==> src/rtl/mips_bus_arbiter.sv <==
// mips_bus_arbiter
// Shares the single Avalon-MM memory bus of the MIPS core between NUM_CH
// requesters (fetch, data, debug, ...). Each request is one beat, read or
// write. Requests are granted by fixed priority or round-robin, presented on
// the bus until waitrequest drops, and answered with a one-cycle response to
// the owning channel. An optional waitrequest timeout turns a stalled
// transfer into an error response.
//
// Ports
//   clk, reset       clock, synchronous active-high reset
//   req_valid/write  per-channel request strobe and direction (1 = write)
//   req_addr         per-channel byte address, slice [i*ADDR_W +: ADDR_W]
//   req_wdata        per-channel big-endian write data
//   req_byteen       per-channel byte enables in bus lane order
//   req_ready        one-hot accept pulse (combinational, IDLE only)
//   resp_valid/ch    response pulse and owning channel
//   resp_rdata       big-endian read data, 0 for writes and errors
//   resp_err         response is a timeout abort
//   busy             a transfer is in progress
//   address, read, write, waitrequest, writedata, byteenable, readdata
//                    Avalon-MM master interface (little-endian lanes)
module mips_bus_arbiter #(
  parameter int NUM_CH  = 2,
  parameter int ADDR_W  = 32,
  parameter int DATA_W  = 32,
  parameter int RR_MODE = 0,
  parameter int SWAP_EN = 1,
  parameter int TIMEOUT = 0
) (
  input  logic                                        clk,
  input  logic                                        reset,
  input  logic [NUM_CH-1:0]                           req_valid,
  input  logic [NUM_CH-1:0]                           req_write,
  input  logic [NUM_CH*ADDR_W-1:0]                    req_addr,
  input  logic [NUM_CH*DATA_W-1:0]                    req_wdata,
  input  logic [NUM_CH*(DATA_W/8)-1:0]                req_byteen,
  output logic [NUM_CH-1:0]                           req_ready,
  output logic                                        resp_valid,
  output logic [$clog2((NUM_CH > 1) ? NUM_CH : 2)-1:0] resp_ch,
  output logic [DATA_W-1:0]                           resp_rdata,
  output logic                                        resp_err,
  output logic                                        busy,
  output logic [ADDR_W-1:0]                           address,
  output logic                                        read,
  output logic                                        write,
  input  logic                                        waitrequest,
  output logic [DATA_W-1:0]                           writedata,
  output logic [DATA_W/8-1:0]                         byteenable,
  input  logic [DATA_W-1:0]                           readdata
);

  localparam int BE_W  = DATA_W / 8;
  localparam int OFF_W = (BE_W > 1) ? $clog2(BE_W) : 0;
  localparam int CH_W  = $clog2((NUM_CH > 1) ? NUM_CH : 2);
  localparam int CNT_W = (TIMEOUT > 1) ? $clog2(TIMEOUT) : 1;
  localparam logic [ADDR_W-1:0] ADDR_MASK = {ADDR_W{1'b1}} << OFF_W;
  localparam logic [CNT_W-1:0]  TO_LAST   = CNT_W'((TIMEOUT > 0) ? TIMEOUT - 1 : 0);

  typedef enum logic [2:0] {S_IDLE, S_BUS, S_RDATA, S_WACK, S_ERR} state_t;

  state_t              state_q;
  logic                wr_q;
  logic [CH_W-1:0]     g_q;
  logic [CH_W-1:0]     ptr_q;
  logic [CNT_W-1:0]    cnt_q;
  logic [ADDR_W-1:0]   address_q;
  logic [DATA_W-1:0]   writedata_q;
  logic [BE_W-1:0]     byteenable_q;
  logic                read_q;
  logic                write_q;

  logic [CH_W-1:0]     grant_d;
  logic                any_req;
  int                  idx;

  // Per-channel views of the flattened request buses.
  logic [ADDR_W-1:0]   addr_arr  [NUM_CH];
  logic [DATA_W-1:0]   wdata_arr [NUM_CH];
  logic [BE_W-1:0]     be_arr    [NUM_CH];
  logic [DATA_W-1:0]   wdata_sel;
  logic [DATA_W-1:0]   wdata_swap;
  logic [DATA_W-1:0]   rdata_swap;

  genvar gi;
  generate
    for (gi = 0; gi < NUM_CH; gi++) begin : g_chan
      assign addr_arr[gi]  = req_addr[gi*ADDR_W +: ADDR_W];
      assign wdata_arr[gi] = req_wdata[gi*DATA_W +: DATA_W];
      assign be_arr[gi]    = req_byteen[gi*BE_W +: BE_W];
    end

    // Byte k of the result takes byte BE_W-1-k of the source when swapping.
    for (gi = 0; gi < BE_W; gi++) begin : g_swap
      if (SWAP_EN != 0) begin : g_rev
        assign wdata_swap[gi*8 +: 8] = wdata_sel[(BE_W-1-gi)*8 +: 8];
        assign rdata_swap[gi*8 +: 8] = readdata[(BE_W-1-gi)*8 +: 8];
      end else begin : g_pass
        assign wdata_swap[gi*8 +: 8] = wdata_sel[gi*8 +: 8];
        assign rdata_swap[gi*8 +: 8] = readdata[gi*8 +: 8];
      end
    end
  endgenerate

  assign wdata_sel = wdata_arr[grant_d];

  // Scan channels in priority order: 0..NUM_CH-1 in fixed mode, or starting
  // just after the last winner in round-robin mode. First hit wins.
  always_comb begin
    grant_d = '0;
    any_req = 1'b0;
    idx     = 0;
    for (int k = 0; k < NUM_CH; k++) begin
      if (RR_MODE != 0) begin
        idx = (int'(ptr_q) + k + 1) % NUM_CH;
      end else begin
        idx = k;
      end
      if (!any_req && req_valid[idx]) begin
        any_req = 1'b1;
        grant_d = CH_W'(idx);
      end
    end
  end

  always_comb begin
    req_ready = '0;
    if (state_q == S_IDLE && any_req && !reset) begin
      req_ready[grant_d] = 1'b1;
    end
  end

  always_ff @(posedge clk) begin
    if (reset) begin
      state_q      <= S_IDLE;
      wr_q         <= 1'b0;
      g_q          <= '0;
      ptr_q        <= CH_W'(NUM_CH - 1);
      cnt_q        <= '0;
      address_q    <= '0;
      writedata_q  <= '0;
      byteenable_q <= '0;
      read_q       <= 1'b0;
      write_q      <= 1'b0;
    end else begin
      case (state_q)
        S_IDLE: begin
          if (any_req) begin
            wr_q         <= req_write[grant_d];
            g_q          <= grant_d;
            address_q    <= addr_arr[grant_d] & ADDR_MASK;
            writedata_q  <= wdata_swap;
            byteenable_q <= be_arr[grant_d];
            read_q       <= !req_write[grant_d];
            write_q      <= req_write[grant_d];
            cnt_q        <= '0;
            if (RR_MODE != 0) begin
              ptr_q <= grant_d;
            end
            state_q <= S_BUS;
          end
        end
        S_BUS: begin
          if (waitrequest) begin
            // The cycle that sees waitrequest with cnt == TIMEOUT-1 is the
            // TIMEOUT-th stalled cycle, so the strobe lasts TIMEOUT cycles.
            if (TIMEOUT != 0 && cnt_q == TO_LAST) begin
              read_q  <= 1'b0;
              write_q <= 1'b0;
              cnt_q   <= '0;
              state_q <= S_ERR;
            end else begin
              cnt_q <= cnt_q + 1'b1;
            end
          end else begin
            read_q  <= 1'b0;
            write_q <= 1'b0;
            cnt_q   <= '0;
            state_q <= wr_q ? S_WACK : S_RDATA;
          end
        end
        S_ERR: begin
          cnt_q   <= '0;
          state_q <= S_IDLE;
        end
        S_RDATA, S_WACK: begin
          state_q <= S_IDLE;
        end
        default: begin
          state_q <= S_IDLE;
        end
      endcase
    end
  end

  assign address    = address_q;
  assign writedata  = writedata_q;
  assign byteenable = byteenable_q;
  assign read       = read_q;
  assign write      = write_q;
  assign busy       = (state_q != S_IDLE);

  // Responses are decoded from state; readdata is sampled live in RDATA,
  // which is the cycle after the bus accepted the read.
  assign resp_valid = (state_q == S_RDATA) || (state_q == S_WACK) || (state_q == S_ERR);
  assign resp_err   = (state_q == S_ERR);
  assign resp_ch    = g_q;
  assign resp_rdata = (state_q == S_RDATA) ? rdata_swap : '0;

endmodule

==> config.mk <==
export PLATFORM = sky130hd
export DESIGN_NAME = mips_bus_arbiter
export DESIGN_NICKNAME = d
export VERILOG_FILES = /design/src/rtl/mips_bus_arbiter.sv
export SDC_FILE = /design/constraint.sdc
export NUM_CORES = 1
export LEC_CHECK = 0
export ABC_CLOCK_PERIOD_IN_PS = 1550
export BUFFER_PORTS_ARGS = -buffer_cell sky130_fd_sc_hd__buf_4
export CAP_MARGIN = 10
export CORE_AREA = 2 2 110 112
export DETAILED_ROUTE_END_ITERATION = 12
export DIE_AREA = 0 0 112 114
export PLACE_DENSITY = 0.71
export RECOVER_POWER = 100
export REMOVE_ABC_BUFFERS = 1
export SYNTH_ARGS = -nofsm -noshare
export SYNTH_HDL_FRONTEND = slang
export SYNTH_SLANG_ARGS = --single-unit
==> constraint.sdc <==
create_clock -name clk -period 1.55 [get_ports clk]
set_input_delay 0.31 -clock clk [delete_from_list [all_inputs] [get_ports clk]]
set_output_delay 0.31 -clock clk [all_outputs]
set_load 0.05 [all_outputs]
Word level (Yosys, flattened, before mapping)

Cells that the tools add are included.

Input bits: 175
Word-level logic and storage cells: 60
Register bits: 73
Output and inout port bits: 108

Eq/ne operators: 6
Order comparisons: 3
Reduce and logical (&&, ||, !) cells: 15
Bitwise logic cells: 1
Mux-type cells: 27

Operators by type and width:

| operator           | count |
|---|---|
| $mux 32            | 7 |
| $mux 4             | 3 |
| $mux 1             | 10 |
| $eq 3x2->1 const B | 2 |
| $mux 3             | 2 |
| $pmux 3 s2         | 1 |
| $logic_and 1x1->1  | 4 |
| $ne 2x2->1 const B | 2 |
| $pmux 1 s2         | 2 |
| $reduce_and 2->1   | 2 |
| $eq 3x1->1 const B | 1 |
| $eq 3x3->1 const B | 1 |
| $logic_not 1->1    | 3 |
| $logic_not 3->1    | 1 |
| $reduce_and 3->1   | 1 |
| $reduce_bool 3->1  | 1 |
| $ge 2x2->1 const B | 1 |
| $logic_or 1x1->1   | 2 |
| $lt 1x2->1 const B | 1 |
| $mux 2             | 1 |
| $not 1->2          | 1 |
| $reduce_bool 2->1  | 1 |
| $demux 1 s1        | 1 |
| $ge 1x1->1 const B | 1 |

Logic depth before layout (Yosys ltp)

Depth in word-level cells: 9
Gate-level depth with buffers: 6
Depth with buffers taken out: 3

Worst setup path after synthesis

No wires, ideal clock.

Kind: reg-to-output
Start point: register state_q[1]
End point: output port req_ready[1]
Buffers on the path: 3
Arrival: 2.074 ns
Cell stages (with the launch flop): 7
Required time: 1.240 ns
Path slack: -0.834 ns
Path through: dfxtp_1 or2_4 or3_1 buf_2 buf_6 buf_6 nor2_1

Word-level cells in the longest chain between the ends: 4

Ends and longest elaborated chain:

| item                           | line | RTL |
|---|---|---|
| start: declaration             | 61   | `state_t state_q;` |
| start signal: assignment       | 178  | `state_q <= wr_q ? S_WACK : S_RDATA;` |
| $logic_not 3->1                | 127  | `if (state_q == S_IDLE && any_req && !reset) begin` |
| $logic_and 1x1->1 (2 in a row) | 127  |  |
| $mux 2                         | 127  |  |
| end: declaration               | 37   | `output logic [NUM_CH-1:0] req_ready,` |

Every way passes these cells.

Worst setup path after layout

Start point: register state_q[1]
End point: output port req_ready[0]

The elaborated chain is that of the path after synthesis.

==> metrics.cfg <==
[sta]
slew_violations = 0
fmax_mhz = 541.9
hold_viol = 0
grt_setup_unrepaired = true
fin_crit_ns = 1.845
fin_skew_ns = 0.006602
period_share_pct = 119.1
setup_violations = 34
whs_ns = 0.2665
timing.final.ws_setup_ns = -0.2953

[layout]
fin_nets = 739
diodes = 0
area_growth_pct = 86.29
drive_gt1_share_pct = 62.39

[clock_network]
cts_max_path_buffers = 2
htreeDepth = 3
cts_buffers = 9
clkSinkCount = 72
root_buffer = clkbuf_16
clk_pin_slew_ns = 0.06
ctsHoldBuffers = 0
cts_tree = built
worst_skew_pair.late_latency_ns = 0.32

[grt]
grt_pass1_vias = 3284
global_route.usage.total_pct = 15.87
top_usage_layer = met2
grtUsageMet3_pct = 5.101
grt-ovfl-total = 0
grt_first_pass_wirelength_um = 16330
use_met1_pct = 18.14
grt_max_degree = 42
antenna_found_initial = 0
grt_use_met2_pct = 28.12

[yosys]
synth-edff-count = 0
synthFlopType = dfxtp_1
yosys-top-cells-area = dfxtp_1 44%, mux2i_1 21%, o2bb2ai_1 16%
yosysTopAreaCellShare_pct = 44.50
synthArstFlopShare_pct = 0
synth_seq_area_share_pct = 44.50
ys_seq_elements = 72
synthCells = 289
synth_area_um2 = 3239
synth_top_area_cell = dfxtp_1
yosysWarnings = 0
synth_top_cells_by_count = 72 x dfxtp_1, 67 x mux2i_1, 59 x o2bb2ai_1
yosysUniqueCellTypes = 23
syn_avg_cell_area_um2 = 11.21
yosysMostFrequentCell = dfxtp_1

[drt]
vias = 3324
viasPerCell = 4.642
wl_per_cell_um = 15.19
routed_wl_um = 10870
first_pass_iters = 4
ant_nets = 0
drtIter0Drc = 81
post-route-drc-count = 0

[die]
coreArea_um2 = 11710
die_h_um = 114
start_util_pct = 27.66
die_area_um2 = 12770
die_w_um = 112
rows = 40
ios = 283

[placed_design]
hpwl_um = 7977
pre_cts_slack_ns = -0.1013
gp_congestion = 0.7876
portBuffers = 275

[critical_path]
critPathKind = register to output port
r2r_cells = 4
critPathMaxFanout = 3
path_cells = or2_4 -> buf_4 -> nor3_4 -> and2_4 -> buf_8
cp_slowest_stage_delay_ns = 0.31
slowest_stage = dfxtp_2
end_kind = output port
crit_required_ns = 1.24
r2r-start = state_q[1]$_SDFFE_PP0P_
worst_setup_path_start_kind = register
crit_arrival_ns = 1.54
r2r_end = resp_ch$_SDFFE_PP0P_
ff2ff_setup_slack_ns = 0.02

[min_path]
worstHoldStart = req_addr[38]
hold_class = input port to register
min_to = address[6]$_SDFFE_PP0P_
hold_path_depth = 3

[outcome]
violations = setup timing
status = finished, violations left

[power]
powerDensity_nw_per_um2 = 964.6
irDropWorstVdd_v = 0.0006040
power.leakage_nw = 3.097

[flow_run]
max_cap_violations = 0

## how the worst max path moves through the flow
| stage | from | end |
|---|---|---|
| after floorplan | req_valid[0] | req_ready[1] |
| after global placement | state_q[1]$_SDFFE_PP0P_ | req_ready[1] |
| after detailed placement | state_q[1]$_SDFFE_PP0P_ | req_ready[1] |
| after CTS | state_q[1]$_SDFFE_PP0P_ | req_ready[1] |
| after global routing | state_q[1]$_SDFFE_PP0P_ | resp_rdata[27] |
| final | state_q[1]$_SDFFE_PP0P_ | req_ready[0] |
## critical path, delay by kind of cell, from the launching register on
kind,cells,cell delay (ns)
DFF,1,0.31
buffers and inverters,2,0.29
and+or+nand+nor,3,0.61
## cell usage in the layout (no fill, tap or decap), drive strengths merged
cell and n:
buf 221, inv 1, dfxtp 72, a21o 1
a22o 1, nor2 3, a2bb2o 1, or3 1
o21a 2, conb 3, or2 1, clkinv 5
o2bb2ai 68, nor2b 1, nor3 3, mux2i 67
nand2b 2, and2 33, clkbuf 82, nor4 1
## stage by stage
stage                     std cells  total power, W  util, %  instance area, um2  TNS [ns]
after global placement          697        0.003984    47.02                5507   -0.3321
after floorplan                 261        0.003228        -                3093   -150.99
after detailed placement        697        0.004004    47.02                5507   -0.9642
after CTS                       713        0.005946    50.77                5946    -6.801
after global routing            716        0.006079    51.53                6035    -12.14
final                           716        0.005821    51.53                6035    -8.921
## final cells by class
class,count,area (um2)
fillers,1047,5677
well taps,147,183.9
clock inverters,5,32.53
clock buffers,11,242.7
flip-flops and latches,72,1443
repair buffers,292,2364
inverters,1,3.754
multi-input cells,188,1765
## power breakdown
group	internal, W	total [W]	switching [W]
Combinational	0.000694	0.00181	0.00112
Sequential	0.00203	0.00213	0.0000974
Clock	0.00112	0.00188	0.000758
Total	0.00384	0.00582	0.00198
## routing by layer
metal,wire (um),vias to the layer above
met2,5634,173
met1,4185,1514
met4,157,0
met5,0,-
li1,-,1622
met3,898,15
## flip-flops by register name (all words and copies together) (netlist names)
register / count
writedata: 32
address: 30
byteenable: 4
state_q: 2
read: 1
resp_ch: 1
wr_q: 1
write: 1
## kinds of logic (layout without fill, tap and decap cells)
logic type             count (synthesis)  count (layout)  synth area share, %
AOI/OAI and AO/OA                     73              73                21.40
other                                  1               3               0.1158
and+or+nand+nor                       45              45                8.420
muxes                                 67              67                20.70
DFF                                   72              72                44.50
buffers and inverters                 31             309                4.867
## repair_timing
| action | 4_1_cts | 5_1_grt |
|---|---|---|
| gates cloned | 0 | 3 |
| endpoints found under the setup margin | 77 | 60 |
| buffers inserted | 0 | 0 |
| pin swaps | 1 | 0 |
| resized for setup | 43 | 64 |
No activity file was read; power rests on OpenSTA's default activity.
